==> src/rtl/dlx_pkg.sv <==
// Shared encodings for the DLX MEM stage: access sizes, MEM FSM states and
// a misalignment helper.
package dlx_pkg;

  localparam logic [1:0] MEM_SIZE_BYTE = 2'b00;
  localparam logic [1:0] MEM_SIZE_HALF = 2'b01;
  localparam logic [1:0] MEM_SIZE_WORD = 2'b10;  // 2'b11 is handled as a word

  typedef enum logic {
    IDLE,
    WAIT
  } mem_state_t;

  function automatic logic is_misaligned(input logic [1:0] size, input logic [1:0] addr_lo);
    case (size)
      MEM_SIZE_BYTE: is_misaligned = 1'b0;
      MEM_SIZE_HALF: is_misaligned = addr_lo[0];
      default:       is_misaligned = |addr_lo;
    endcase
  endfunction

endpackage

==> src/rtl/dlx_mem_align.sv <==
// Combinational byte-lane steering: store data replication and byte enables,
// load lane extraction with sign/zero extension.
module dlx_mem_align
  import dlx_pkg::*;
#(
  parameter bit BIG_ENDIAN = 1'b1
) (
  input  logic [1:0]  addr_lo,
  input  logic [1:0]  size,
  input  logic        load_unsigned,
  input  logic [31:0] store_data,
  input  logic [31:0] rdata,
  output logic [31:0] wdata,
  output logic [3:0]  be,
  output logic [31:0] load_data
);

  logic [1:0]  lane;
  logic        upper_half;
  logic [7:0]  byte_val;
  logic [15:0] half_val;

  // Big-endian puts address offset 0 in the most significant lane.
  assign lane       = BIG_ENDIAN ? ~addr_lo : addr_lo;
  assign upper_half = BIG_ENDIAN ? ~addr_lo[1] : addr_lo[1];
  assign byte_val   = rdata[{lane, 3'b000} +: 8];
  assign half_val   = upper_half ? rdata[31:16] : rdata[15:0];

  // NOTE: every output gets a default first so no path leaves one unassigned
  // and no latch is inferred.
  always_comb begin
    wdata     = store_data;
    be        = 4'b1111;
    load_data = rdata;
    case (size)
      MEM_SIZE_BYTE: begin
        wdata     = {4{store_data[7:0]}};
        be        = 4'b0001 << lane;
        load_data = {{24{~load_unsigned & byte_val[7]}}, byte_val};
      end
      MEM_SIZE_HALF: begin
        wdata     = {2{store_data[15:0]}};
        be        = upper_half ? 4'b1100 : 4'b0011;
        load_data = {{16{~load_unsigned & half_val[15]}}, half_val};
      end
      default: ;
    endcase
  end

endmodule

==> src/rtl/dlx_mem_stage.sv <==
// DLX MEM stage: req/ack data-memory access with pipeline stall, load
// alignment and misalignment detection. Optional wait timeout: DLX_MEM_TIMEOUT_EN.
module dlx_mem_stage
  import dlx_pkg::*;
#(
  parameter bit          BIG_ENDIAN     = 1'b1,
  parameter int unsigned TIMEOUT_CYCLES = 255
) (
  input  logic        clk,
  input  logic        reset,
  input  logic [31:0] aluoutput_in,
  input  logic [31:0] store_data_in,
  input  logic [4:0]  rd_in,
  input  logic        reg_write_in,
  input  logic        mem_to_reg_in,
  input  logic        mem_read_in,
  input  logic        mem_write_in,
  input  logic [1:0]  mem_size_in,
  input  logic        load_unsigned_in,
  output logic        dmem_req,
  output logic        dmem_we,
  output logic [31:0] dmem_addr,
  output logic [31:0] dmem_wdata,
  output logic [3:0]  dmem_be,
  input  logic [31:0] dmem_rdata,
  input  logic        dmem_ack,
  output logic        stall_out,
  output logic [31:0] lmd_out,
  output logic [31:0] aluoutput_out,
  output logic [4:0]  rd_out,
  output logic        reg_write_out,
  output logic        mem_to_reg_out,
  output logic        misalign_err,
  output logic        mem_timeout_err
);

  mem_state_t  state, state_next;
  logic        mem_op, is_load, misaligned, issue, ack_done, timeout_hit;
  logic [31:0] align_wdata, align_load;
  logic [3:0]  align_be;

  assign mem_op     = mem_read_in | mem_write_in;
  assign is_load    = mem_read_in & ~mem_write_in;
  assign misaligned = mem_op & is_misaligned(mem_size_in, aluoutput_in[1:0]);
  assign issue      = (state == IDLE) & mem_op & ~misaligned;
  assign ack_done   = (state == WAIT) & dmem_ack;

  dlx_mem_align #(.BIG_ENDIAN(BIG_ENDIAN)) u_align (
    .addr_lo       (aluoutput_in[1:0]),
    .size          (mem_size_in),
    .load_unsigned (load_unsigned_in),
    .store_data    (store_data_in),
    .rdata         (dmem_rdata),
    .wdata         (align_wdata),
    .be            (align_be),
    .load_data     (align_load)
  );

`ifdef DLX_MEM_TIMEOUT_EN
  localparam int CNT_W = ($clog2(TIMEOUT_CYCLES + 1) > 8) ? $clog2(TIMEOUT_CYCLES + 1) : 8;
  logic [CNT_W-1:0] wait_cnt;

  assign timeout_hit = (state == WAIT) & ~dmem_ack &
                       (wait_cnt == CNT_W'(TIMEOUT_CYCLES - 1));

  always_ff @(posedge clk) begin
    if (!reset || state != WAIT || dmem_ack || timeout_hit) wait_cnt <= '0;
    else                                                     wait_cnt <= wait_cnt + 1'b1;
  end
`else
  localparam int unsigned timeout_cycles_unused = TIMEOUT_CYCLES;
  assign timeout_hit = 1'b0;
`endif

  always_comb begin
    state_next = state;
    case (state)
      IDLE: if (issue) state_next = WAIT;
      WAIT: if (ack_done || timeout_hit) state_next = IDLE;
      default: state_next = IDLE;
    endcase
  end

  // NOTE: sequential state uses non-blocking assignments so every register
  // samples pre-edge values regardless of statement order.
  always_ff @(posedge clk) begin
    if (!reset) begin
      state      <= IDLE;
      dmem_req   <= 1'b0;
      dmem_we    <= 1'b0;
      dmem_addr  <= '0;
      dmem_wdata <= '0;
      dmem_be    <= '0;
    end else begin
      state <= state_next;
      if (issue) begin
        dmem_req   <= 1'b1;
        dmem_we    <= mem_write_in;
        dmem_addr  <= {aluoutput_in[31:2], 2'b00};
        dmem_wdata <= align_wdata;
        dmem_be    <= align_be;
      end else if (ack_done || timeout_hit) begin
        dmem_req <= 1'b0;
        dmem_we  <= 1'b0;
      end
    end
  end

  // Pipeline-facing outputs; all held at zero while reset is asserted.
  always_comb begin
    stall_out       = 1'b0;
    lmd_out         = '0;
    aluoutput_out   = '0;
    rd_out          = '0;
    reg_write_out   = 1'b0;
    mem_to_reg_out  = 1'b0;
    misalign_err    = 1'b0;
    mem_timeout_err = 1'b0;
    if (reset) begin
      aluoutput_out  = aluoutput_in;
      rd_out         = rd_in;
      mem_to_reg_out = mem_to_reg_in;
      case (state)
        IDLE: begin
          if (misaligned)  misalign_err  = 1'b1;
          else if (mem_op) stall_out     = 1'b1;
          else             reg_write_out = reg_write_in;
        end
        WAIT: begin
          if (dmem_ack) begin
            reg_write_out = reg_write_in;
            lmd_out       = is_load ? align_load : 32'h0;
          end else if (timeout_hit) begin
            mem_timeout_err = 1'b1;
          end else begin
            stall_out = 1'b1;
          end
        end
        default: ;
      endcase
    end
  end

endmodule
==> config.mk <==
export PLATFORM = sky130hd
export DESIGN_NAME = dlx_mem_stage
export DESIGN_NICKNAME = d
export VERILOG_FILES = /design/src/rtl/dlx_pkg.sv /design/src/rtl/dlx_mem_align.sv /design/src/rtl/dlx_mem_stage.sv
export SDC_FILE = /design/constraint.sdc
export NUM_CORES = 1
export LEC_CHECK = 0
export ABC_AREA = 1
export CELL_PAD_IN_SITES_DETAIL_PLACEMENT = 0
export CELL_PAD_IN_SITES_GLOBAL_PLACEMENT = 1
export CORE_MARGIN = 8
export CORE_UTILIZATION = 25
export DETAILED_ROUTE_END_ITERATION = 6
export PLACE_DENSITY_LB_ADDON = 0.1
export REMOVE_ABC_BUFFERS = 1
export SLEW_MARGIN = 20
export SYNTH_ARGS = -nofsm -noshare
export SYNTH_HDL_FRONTEND = slang
export SYNTH_SLANG_ARGS = --single-unit
==> constraint.sdc <==
create_clock -name clk -period 3.7 [get_ports clk]
set_input_delay 0.74 -clock clk [delete_from_list [all_inputs] [get_ports clk]]
set_output_delay 0.74 -clock clk [all_outputs]
set_load 0.02 [all_outputs]
==> results of run 1 <==
-- layout make-up --
class                      instances  area [sq um]
clock buffer                      13           270
clock inverter                     3          42.5
fill                            1588          8340
inverter                          75           287
multi-input combinational        466          2030
sequential                        69          1380
tap                              211           264
timing repair buffer             268          2640
-- worst max-delay path by stage --
stage | depth (start not counted) | startpoint | endpoint | slack, ns
2_1_floorplan | 7 | mem_size_in[1] | stall_out | 0.17
3_3_place_gp | 9 | mem_size_in[1] | lmd_out[2] | 0.07
3_5_place_dp | 9 | mem_size_in[1] | lmd_out[1] | 0.03
4_1_cts | 9 | mem_size_in[1] | lmd_out[1] | 0.01
5_1_grt | 8 | mem_size_in[1] | lmd_out[1] | 0.02
6_report | 8 | aluoutput_in[0] | lmd_out[0] | 0.17
-- critical path, cell delays in order --
cell	delay [ns]
clkdlybuf4s50_1	0.61
clkinv_4	0.17
o211ai_2	0.35
nand2_1	0.13
nand3_1	0.09
nand2_1	0.05
inv_1	0.05
clkdlybuf4s50_1	0.60
-- Yosys cell counts --
library cell,n,share of area
nor2_1,160,0.15
nand2_1,158,0.15
o21ai_0,76,0.097
inv_1,72,0.069
dfxtp_1,69,0.35
nand3_1,30,0.038
clkbuf_1,18,0.017
nor2_2,10,0.016
buf_2,9,0.012
o211ai_1,8,0.015
a21oi_1,6,0.0077
buf_4,5,0.0096
buf_6,5,0.014
inv_2,3,0.0029
nand2_2,3,0.0048
buf_1,2,0.0019
nor2_4,2,0.0058
o21ai_1,2,0.0026
a22oi_1,1,0.0019
buf_12,1,0.0051
conb_1,1,0.00096
nand2_4,1,0.0029
nand3_2,1,0.0026
nand3_4,1,0.0045
nand4_1,1,0.0016
nor3_1,1,0.0013
nor4_1,1,0.0016
o211ai_2,1,0.0032
-- stage by stage --
stage | setup slack, ns | hold WS (ns)
final | 0.168 | 0.466
after global routing | 0.0185 | 0.502
after detailed placement | 0.0327 | 0.464
after floorplan | 0.168 | 0.540
after global placement | 0.0722 | 0.458
after CTS | 0.0144 | 0.473
-- flip-flops by register name, indices dropped and copies added, names as in the netlist --
register,cells
dmem_we,1
dmem_addr,30
dmem_be,4
dmem_req,1
dmem_wdata,32
state,1
-- cell families after synthesis --
kind of cell,Yosys count
buffers and inverters,115
and+or+nand+nor,369
DFF,69
AOI/OAI and AO/OA,94
other,1
-- layer usage --
metal  GRT usage  wire length (um)  vias up
met4      0.0520               178        2
met3      0.0611              1590       14
met1       0.192              7170     2106
li1            -                 -     2458
met2       0.271              7970      178
met5           0                13        -
-- power by group --
part	internal [mW]	leakage, nW	total, mW	switching (mW)
logic	0.364	2.53	0.779	0.415
clock network	0.576	0.152	0.899	0.323
registers	0.821	0.571	0.857	0.0359
total	1.76	3.25	2.54	0.774
==> impl_metrics.tcl, run 1 <==
set metrics [dict create \
    worstHoldEndpoint "dmem_be[1]" \
    cp_max_fo 13 \
    drtAntennaViolNets 0 \
    powerDensity_nw_per_um2 367 \
    synthMuxAreaShare 0 \
    gp_congestion 0.857 \
    cts_setup_buffers 0 \
    area_delta_synth_final_pct 77.1 \
    root_buffer "clkbuf_16" \
    numCtsBuffers 9 \
    antenna_found_initial 1 \
    worstMarginPinSlew_ns 0.752 \
    rows 45 \
    diodes 0 \
    synth_top_family_by_area "simple AND/OR/NAND/NOR gates" \
    finalHoldViolCount 0 \
    final_cell_mix "248 x clkdlybuf4s50_1, 160 x nor2_1, 157 x nand2_1" \
    hold_path.class "flop to flop" \
    hold_start "dmem_be[1]" \
    vias 4758 \
    ys_ff_latch 69 \
    die_width_um 141 \
    static-leakage-power_nw 3.25 \
    cts_sinks 69 \
    min_path_cells 2 \
    synth_warnings 0 \
    clk_latency_ns 0.33 \
    r2r_end "dmem_be[1]" \
    required_ns 2.96 \
    core_sq_um 15300 \
    cp.arrival_ns 2.79 \
    grt_max_degree 70 \
    htreeDepth 3 \
    final_util 0.453 \
    rsz0062_at_grt "no" \
    peakVddDrop_mv 0.206 \
    cts-resized-gates 0 \
    die_h_um 141 \
    r2r_cells 6 \
    dp.cells 1089 \
    cp-end-kind "output port" \
    start_util 0.256 \
    total_power_mw 2.54 \
    avgRoutedWirePerCell_um 15.3 \
    netlist_area_sq_um 3900 \
    fin_crit_sh 0.955 \
    final_common_cell "clkdlybuf4s50_1" \
    ios 255 \
    criticalPathCategory "primary input to output port" \
    ctsHoldBuffers 0 \
    grt_pass1_vias 4586 \
    dr.pass1.iters 4 \
    r2r-start "state" \
    cts.clk_slew.worst_paths_ns 0.06 \
    track_usage 0.164 \
    drive_gt1_frac 0.0649 \
    drv_slew 0 \
    clock_path_buffers 2 \
    hpwl_um 12900 \
    fin_cells 1105 \
    maxCapViolCount 0 \
    avgSynthCellArea_sq_um 6.03 \
    grt_pass1_wl_um 25900 \
    seq_area_frac_synth 0.354 \
    start_kind "primary input" \
    synthXorXnorAreaFrac 0 \
    die-area_sq_um 19900 \
    tns_ns 0 \
    skew_ns 0.00630 \
    synth_compound_gate_area_share 0.128 \
    placed_area_sq_um 6580 \
    globalRouteOverflowTotal 0 \
    routed_wl_um 16900 \
    final.min_clock_period_ns 3.53 \
    cts_tree "done" \
    final-setup-viol-count 0 \
    vias_per_cell 4.31 \
    drt_iter0_drc 285 \
    status "complete, no violations" \
    remaining_drc_errors 0 \
    ff2ff_setup_slack_ns 2.03 \
    fin_nets 1000 \
    netlist_instances 648 \
    yosys.area_share.simple 0.385 \
    fin_area_sq_um 6920 \
    slew_headroom 0.498 \
    port_buffers 251 \
    synth_fa_ha_area_frac 0 \
    synth.distinct_cells 28 \
    max_freq_ghz 0.283 \
]
Power figures use the tool's default switching activity.
==> run 2, diff against run 1 <==
--- a/config.mk
+++ b/config.mk
@@ -13,7 +13,6 @@
 export DETAILED_ROUTE_END_ITERATION = 6
 export PLACE_DENSITY_LB_ADDON = 0.1
 export REMOVE_ABC_BUFFERS = 1
-export SLEW_MARGIN = 20
 export SYNTH_ARGS = -nofsm -noshare
 export SYNTH_HDL_FRONTEND = slang
 export SYNTH_SLANG_ARGS = --single-unit
==> results of run 2 <==
Same layout as run 1: the final DEF is identical, and so are final timing and power.
